## src/rtl/mac_issue_ctrl.sv

```systemverilog
// mac_issue_ctrl: issues 8-lane operand groups to the mul-add block one at a time and accumulates its results
module mac_issue_ctrl #(
    parameter int TIMEOUT = 64,
    parameter int LEN_W   = 8
) (
    input  logic             clk_i,
    input  logic             rst_ni,
    input  logic             start_i,
    input  logic [LEN_W-1:0] len_i,
    input  logic [1:0]       mode_i,
    input  logic             op_valid_i,
    output logic             op_ready_o,
    input  logic [16:0]      w_i [8],
    input  logic [16:0]      a_i [8],
    output logic [16:0]      weight_vals_o [8],
    output logic [16:0]      activations_o [8],
    output logic [1:0]       mode_o,
    output logic             enable_o,
    input  logic             occupied_i,
    input  logic             valid_out_i,
    input  logic [31:0]      results_i [4],
    output logic [31:0]      acc_o,
    output logic             done_o,
    output logic             busy_o,
    output logic             err_o
);
    localparam int TW = $clog2(TIMEOUT + 1);
    typedef enum logic [2:0] {IDLE, WAIT_OP, ISSUE, WAIT_RES, DONE} state_t;
    state_t state, state_nx;
    logic [TW-1:0] tcnt;
    logic [LEN_W-1:0] len_q, grp;
    logic [31:0] rsum;
    logic last, tmo;
    assign rsum = results_i[0] + results_i[1] + results_i[2] + results_i[3];
    assign last = (grp + LEN_W'(1)) == len_q;
    assign tmo = tcnt == TW'(TIMEOUT - 1);
    assign op_ready_o = state == WAIT_OP;
    assign enable_o = (state == ISSUE) && !occupied_i;
    assign done_o = state == DONE;
    assign busy_o = state != IDLE;
    // state register
    always_ff @(posedge clk_i or negedge rst_ni)
        if (!rst_ni) state <= IDLE;
        else state <= state_nx;
    // next-state: a valid result on the final timeout cycle beats the timeout
    always_comb begin
        state_nx = state;
        case (state)
            IDLE:     if (start_i) state_nx = (len_i == '0) ? DONE : WAIT_OP;
            WAIT_OP:  if (op_valid_i) state_nx = ISSUE;
            ISSUE:    if (!occupied_i) state_nx = WAIT_RES;
            WAIT_RES: state_nx = valid_out_i ? (last ? DONE : WAIT_OP) : (tmo ? IDLE : WAIT_RES);
            DONE:     state_nx = IDLE;
            default:  state_nx = IDLE;
        endcase
    end
    // operand capture, accumulation, group and timeout counting
    always_ff @(posedge clk_i or negedge rst_ni)
        if (!rst_ni) begin
            weight_vals_o <= '{default: '0};
            activations_o <= '{default: '0};
            mode_o <= '0;
            acc_o <= '0;
            err_o <= 1'b0;
            len_q <= '0;
            grp <= '0;
            tcnt <= '0;
        end else begin
            if (state == IDLE && start_i) begin
                len_q <= len_i;
                mode_o <= mode_i;
                acc_o <= '0;
                grp <= '0;
                err_o <= 1'b0;
            end
            if (op_ready_o && op_valid_i) begin
                weight_vals_o <= w_i;
                activations_o <= a_i;
            end
            if (enable_o) tcnt <= '0;
            if (state == WAIT_RES) begin
                if (valid_out_i) begin
                    acc_o <= acc_o + rsum;
                    grp <= grp + LEN_W'(1);
                end else if (tmo) err_o <= 1'b1;
                else tcnt <= tcnt + TW'(1);
            end
        end
endmodule

```

## config.mk

```make
export PLATFORM = sky130hd
export DESIGN_NAME = mac_issue_ctrl
export DESIGN_NICKNAME = d
export VERILOG_FILES = /design/src/rtl/mac_issue_ctrl.sv
export SDC_FILE = /design/constraint.sdc
export NUM_CORES = 1
export LEC_CHECK = 0
export ABC_AREA = 1
export CAP_MARGIN = 20
export CORE_AREA = 4 4 278 280
export CTS_BUF_LIST = sky130_fd_sc_hd__clkbuf_8
export CTS_CLUSTER_SIZE = 20
export DETAILED_ROUTE_END_ITERATION = 7
export DIE_AREA = 0 0 282 284
export GPL_ROUTABILITY_DRIVEN = 1
export PLACE_DENSITY = 0.55
export RECOVER_POWER = 100
export SLEW_MARGIN = 20
export SYNTH_ARGS = -nofsm -noshare
export SYNTH_HDL_FRONTEND = slang
export SYNTH_SLANG_ARGS = --single-unit
```

## constraint.sdc

```tcl
create_clock -name clk_i -period 2.45 [get_ports clk_i]
set_clock_uncertainty 0.2 [all_clocks]
set_input_delay 0.3675 -clock clk_i [delete_from_list [all_inputs] [get_ports clk_i]]
set_output_delay 0.3675 -clock clk_i [all_outputs]
set_load 0.01 [all_outputs]
```

# Word-level counts from Yosys, hierarchy flattened
# Cells that the tools add are included.
[classes]
n_addsub = 6
n_eq_ne = 9
muxes = 22
n_reduce_logical = 8
[op_table]
columns = ["cell", "count"]
rows = [
  ["32-bit adder", 4],
  ["32-bit two-way mux", 3],
  ["7-bit two-way mux", 4],
  ["8-bit two-way mux", 3],
  ["3-bit two-way mux", 6],
  ["3-bit one-hot mux with 4 select lines", 1],
  ["8-bit by 1-bit adder with 8-bit output (second input constant)", 1],
  ["8-bit == test", 1],
  ["8-bit zero test", 1],
  ["7-bit by 1-bit adder with 7-bit output (second input constant)", 1],
  ["7-bit by 6-bit == test with 1-bit output (second input constant)", 1],
  ["3-bit by 2-bit == test with 1-bit output (second input constant)", 2],
  ["2-bit != test (second input constant)", 3],
  ["1-bit two-way mux", 4],
  ["3-bit by 1-bit == test with 1-bit output (second input constant)", 1],
  ["3-bit == test (second input constant)", 1],
  ["1-bit logical AND", 3],
  ["3-bit zero test", 1],
  ["3-bit AND reduction", 1],
  ["3-bit nonzero test", 1],
  ["2-bit two-way mux", 1],
  ["1-bit zero test", 1],
]
[word_totals]
ff_bits = 333
in_bits = 416
elab_cells = 68

# Depth between registers and ports, before layout
[depth]
word_depth = 6
ltp_mapped = 19
depth_no_buf = 19

# Worst setup path after synthesis
# OpenSTA, ideal clock, no wires.
[synth_path]
path_kind = "input to register"
start = "input port results_i[1] in the netlist's numbering"
end = "register acc_o[31]"
arrival_ns = 3.342
slack_ns = -1.210
cell_stages = 18
cell_sequence = "inv_1 fa_1 fa_1 fa_1 inv_1 ha_1 inv_1 fa_1 o21ai_1 nand2_1 nand2_1 nand2_1 nand2_1 nand2_1 nand2_1 nand2_1 nand3_1 nand2_1"
[synth_via]
elab_chain_len = 4
[synth_lines]
columns = ["item", "line", "text"]
rows = [
  ["start: declaration", "21", "input logic [31:0] results_i [4],"],
  ["32-bit adder", "34", "assign rsum = results_i[0] + results_i[1] + results_i[2] + results_i[3];"],
  ["32-bit adder", "83", "acc_o <= acc_o + rsum;"],
  ["32-bit two-way mux", "82", "if (valid_out_i) begin"],
  ["32-bit two-way mux", "81", "if (state == WAIT_RES) begin"],
  ["end signal: assignment", "83", ""],
  ["end: declaration", "22", "output logic [31:0] acc_o,"],
]
# No other way between the ends.
# A chain may end at the register's enable or synchronous reset.

# Worst setup path after layout
# Ends and elaborated chain as after synthesis.

==> out/metrics.cfg <==
[worst_setup_path]
cp.required_ns=2.80
max_stage_delay_ns=0.54
cp_cell_sequence=buf_6 -> inv_4 -> fa_1 -> fa_1 -> fa_1 -> inv_2 -> ha_4 -> inv_2 -> fa_2 -> o21ai_4 -> nand2_2 -> nand2_2 -> nand2_2 -> nand2_4 -> nand2_4 -> nand2_2 -> nand2_2 -> nand3_2 -> nand2_1
rr_startpoint=acc_o[1]
cp_max_fo=5
startpoint_type=primary input
arrival_ns=3.51
end_kind=register
path_common_cell=nand2_2
path_class=primary input to register
cp_top_family=adder cells
critPathSlowestCell=fa_1
cp_num_buf_inv=4
startpoint=results_i[1]

[clock_tree]
cts_root_buf=clkbuf_8
cts_buffers=61
clk_latency_ns=0.66
path_clk_slew_ns=0.07
cts_max_level=2
clock_path_buffers=3
cts_num_sinks=333
cts_tree=built

[timing]
slew_headroom_pct=-13.7
finalHoldViolations=0
tightest_slew_ns=1.71
timing.fmax_mhz=316
finalCriticalPeriod_ns=3.16
period_share_pct=129
slew_violations=59
grt_setup_unrepaired=yes
worst_slack_ns=-0.710
finalSetupViolCount=31

[routing]
routed_wl_mm=68.2
drc=0
final_antenna_net_count=0
initialDrtViolationCount=418
dr.max_layer_used=met5
wl_per_cell_um=19.0
viasPerCell=4.21
vias=15085
dr_wl_met3_mm=4.68
drt-pass1-iter-count=5
met2_length_mm=36.4
drt-met1-wl_mm=25.6

[floorplan]
die_y_um=284
start_util_pct=24.1
dieWidth_um=282
die_area_um2=80100
num_io_pins=727
placementRows=100
core_area_um2=74400

[yosys]
ys_types=38
synth_edf_count=0
synth_area_leader_cell=dfrtp_1
syn_area_per_cell_um2=11.0
ys_async_sr_fraction_pct=100
synth_commonest_cells=inv_1, dfrtp_1, nand2_1, mux2_2, fa_1
syn-cell-area_um2=17900
yosys.area.top_type_share_pct=46.5
seq_area_frac_synth_pct=46.5
synth_area_leaders=dfrtp_1, mux2_2, fa_1, inv_1, mux2_4
synthCells=1621
yosys_most_used_dff=dfrtp_1
yosysMostFrequentCell=inv_1
yosysWarnings=0
syn_nets=2163
ys_ff_latch=333

[global_route]
overflow=0
grt_max_degree=60
grt_pass1_vias=17062
grt_pass1_wl_mm=104
grt_antenna_before_repair=5
grt_usage_pct=16.6

[final_layout]
final_util_pct=40.7
syn_to_final_growth_pct=69.3
fin_cells=3583
drive_gt1_share_pct=37.1
fin_nets=3106

[run_status]
violations=capacitance limit, slew limit, setup timing
status=complete, but fails checks

[placed_design]
place.gp.congestion=0.881
dp_slack_ns=-1.93
hpwl_mm=53.8
io_buffers=726
post-place-cells=3422

[pwr]
cellPowerDensity_nw_per_um2=1370
power_w=0.0415
p_leak_nw=14.3
peakVddDrop_uv=638

[run]
maxCapViolCount=1

[min_path]
min_from=len_i[7]
min_path_type=primary input to register

[stage by stage]
step                      cell area, µm²  setup TNS (ns)  hold slack [ns]
final                              30300          -16.21           0.0944
after global routing               30300          -42.00           0.0434
after CTS                          30100          -13.64           0.0119
after detailed placement           27900          -52.04            0.166
after global placement             27900          -51.75            0.163
after floorplan                    18400          -25.25           -0.128
[registers in the layout (all words and copies together) (netlist names)]
signal,count
len_q,8
state,3
acc_o,32
mode_o,2
weight_vals_o,136
activations_o,136
tcnt,7
err_o,1
grp,8
[worst reg2reg max path: cells and delay by family (launching register included)]
kind	cells	cell delay (ns)
AO/OA/AOI/OAI	1	0.21
adder cells (fa/ha/maj)	3	1.03
buffers and inverters	3	0.19
flip-flops	1	0.34
AND/OR/NAND/NOR	9	0.72
[logic make-up (layout without fill, tap and decap cells)]
family	after synthesis	in the layout	share of synthesized area [%]
muxes	274	274	18.9
xor gates and xnor gates	14	14	0.762
and+or+nand+nor	348	348	8.29
DFF	333	333	46.5
other	0	4	0
buffers and inverters	397	1386	8.91
AOI/OAI and AO/OA	129	129	3.94
adders and majority gates	126	126	12.7
[routing by layer]
layer | up-vias | GRT usage [%]
met5 | - | 0
met4 | 2 | 3.98
met3 | 86 | 4.58
met2 | 475 | 30.8
met1 | 7501 | 18.7
li1 | 7021 | -
[placed cells by master (no fill, tap or decap), types with 17 or more instances in the layout]
master             n
inv_1            276
dlygate4sd3_1    287
clkbuf_2          17
a21oi_2           18
nor2_1            24
inv_2             98
nor2_4            24
dfrtp_1          332
nand2_4           36
ha_4              29
nand3_2           17
nand2_1          123
fa_1              89
mux2_4            80
nand2_2           36
buf_6             52
nand3_1           27
mux2_2           194
o21ai_0           23
clkdlybuf4s50_1  345
buf_2             53
clkbuf_8          78
o21ai_1           21
buf_4            125
[cell type report]
class	count	area, µm²
multi-input combinational	891	9550
sequential	333	8330
inverter	359	1380
clock inverter	32	174
tap	969	1210
clock buffer	77	1060
fill	7125	44100
antenna	4	10.0
timing repair buffer	918	8600
[path summary, 6_finish.rpt]
path	slack, ns	cells after the start	end
max	-0.71	19	acc_o[31]
min	0.09	3	len_q[7]
max reg2reg	-0.34	16	acc_o[31]
min reg2reg	0.30	1	activations_o[108]
max in group asynchronous	0.20	3	acc_o[20]
min in group asynchronous	0.50	2	activations_o[28]
[repair_timing]
action                                  4_1_cts  5_1_grt
buffers inserted                             40       13
hold buffers                                  1        0
pin swaps                                   255      136
gates cloned                                  0        0
hold endpoints to repair                    333        0
resized for setup                           582      103
endpoints found under the setup margin       34       33
[power breakdown]
group / leakage, nW / switching, W / internal (W)
logic: 9.53 / 0.0127 / 0.0137
clock network: 0.727 / 0.00253 / 0.00292
registers: 4.01 / 0.00152 / 0.00816
Note: power is estimated with default switching activity, not from simulation.
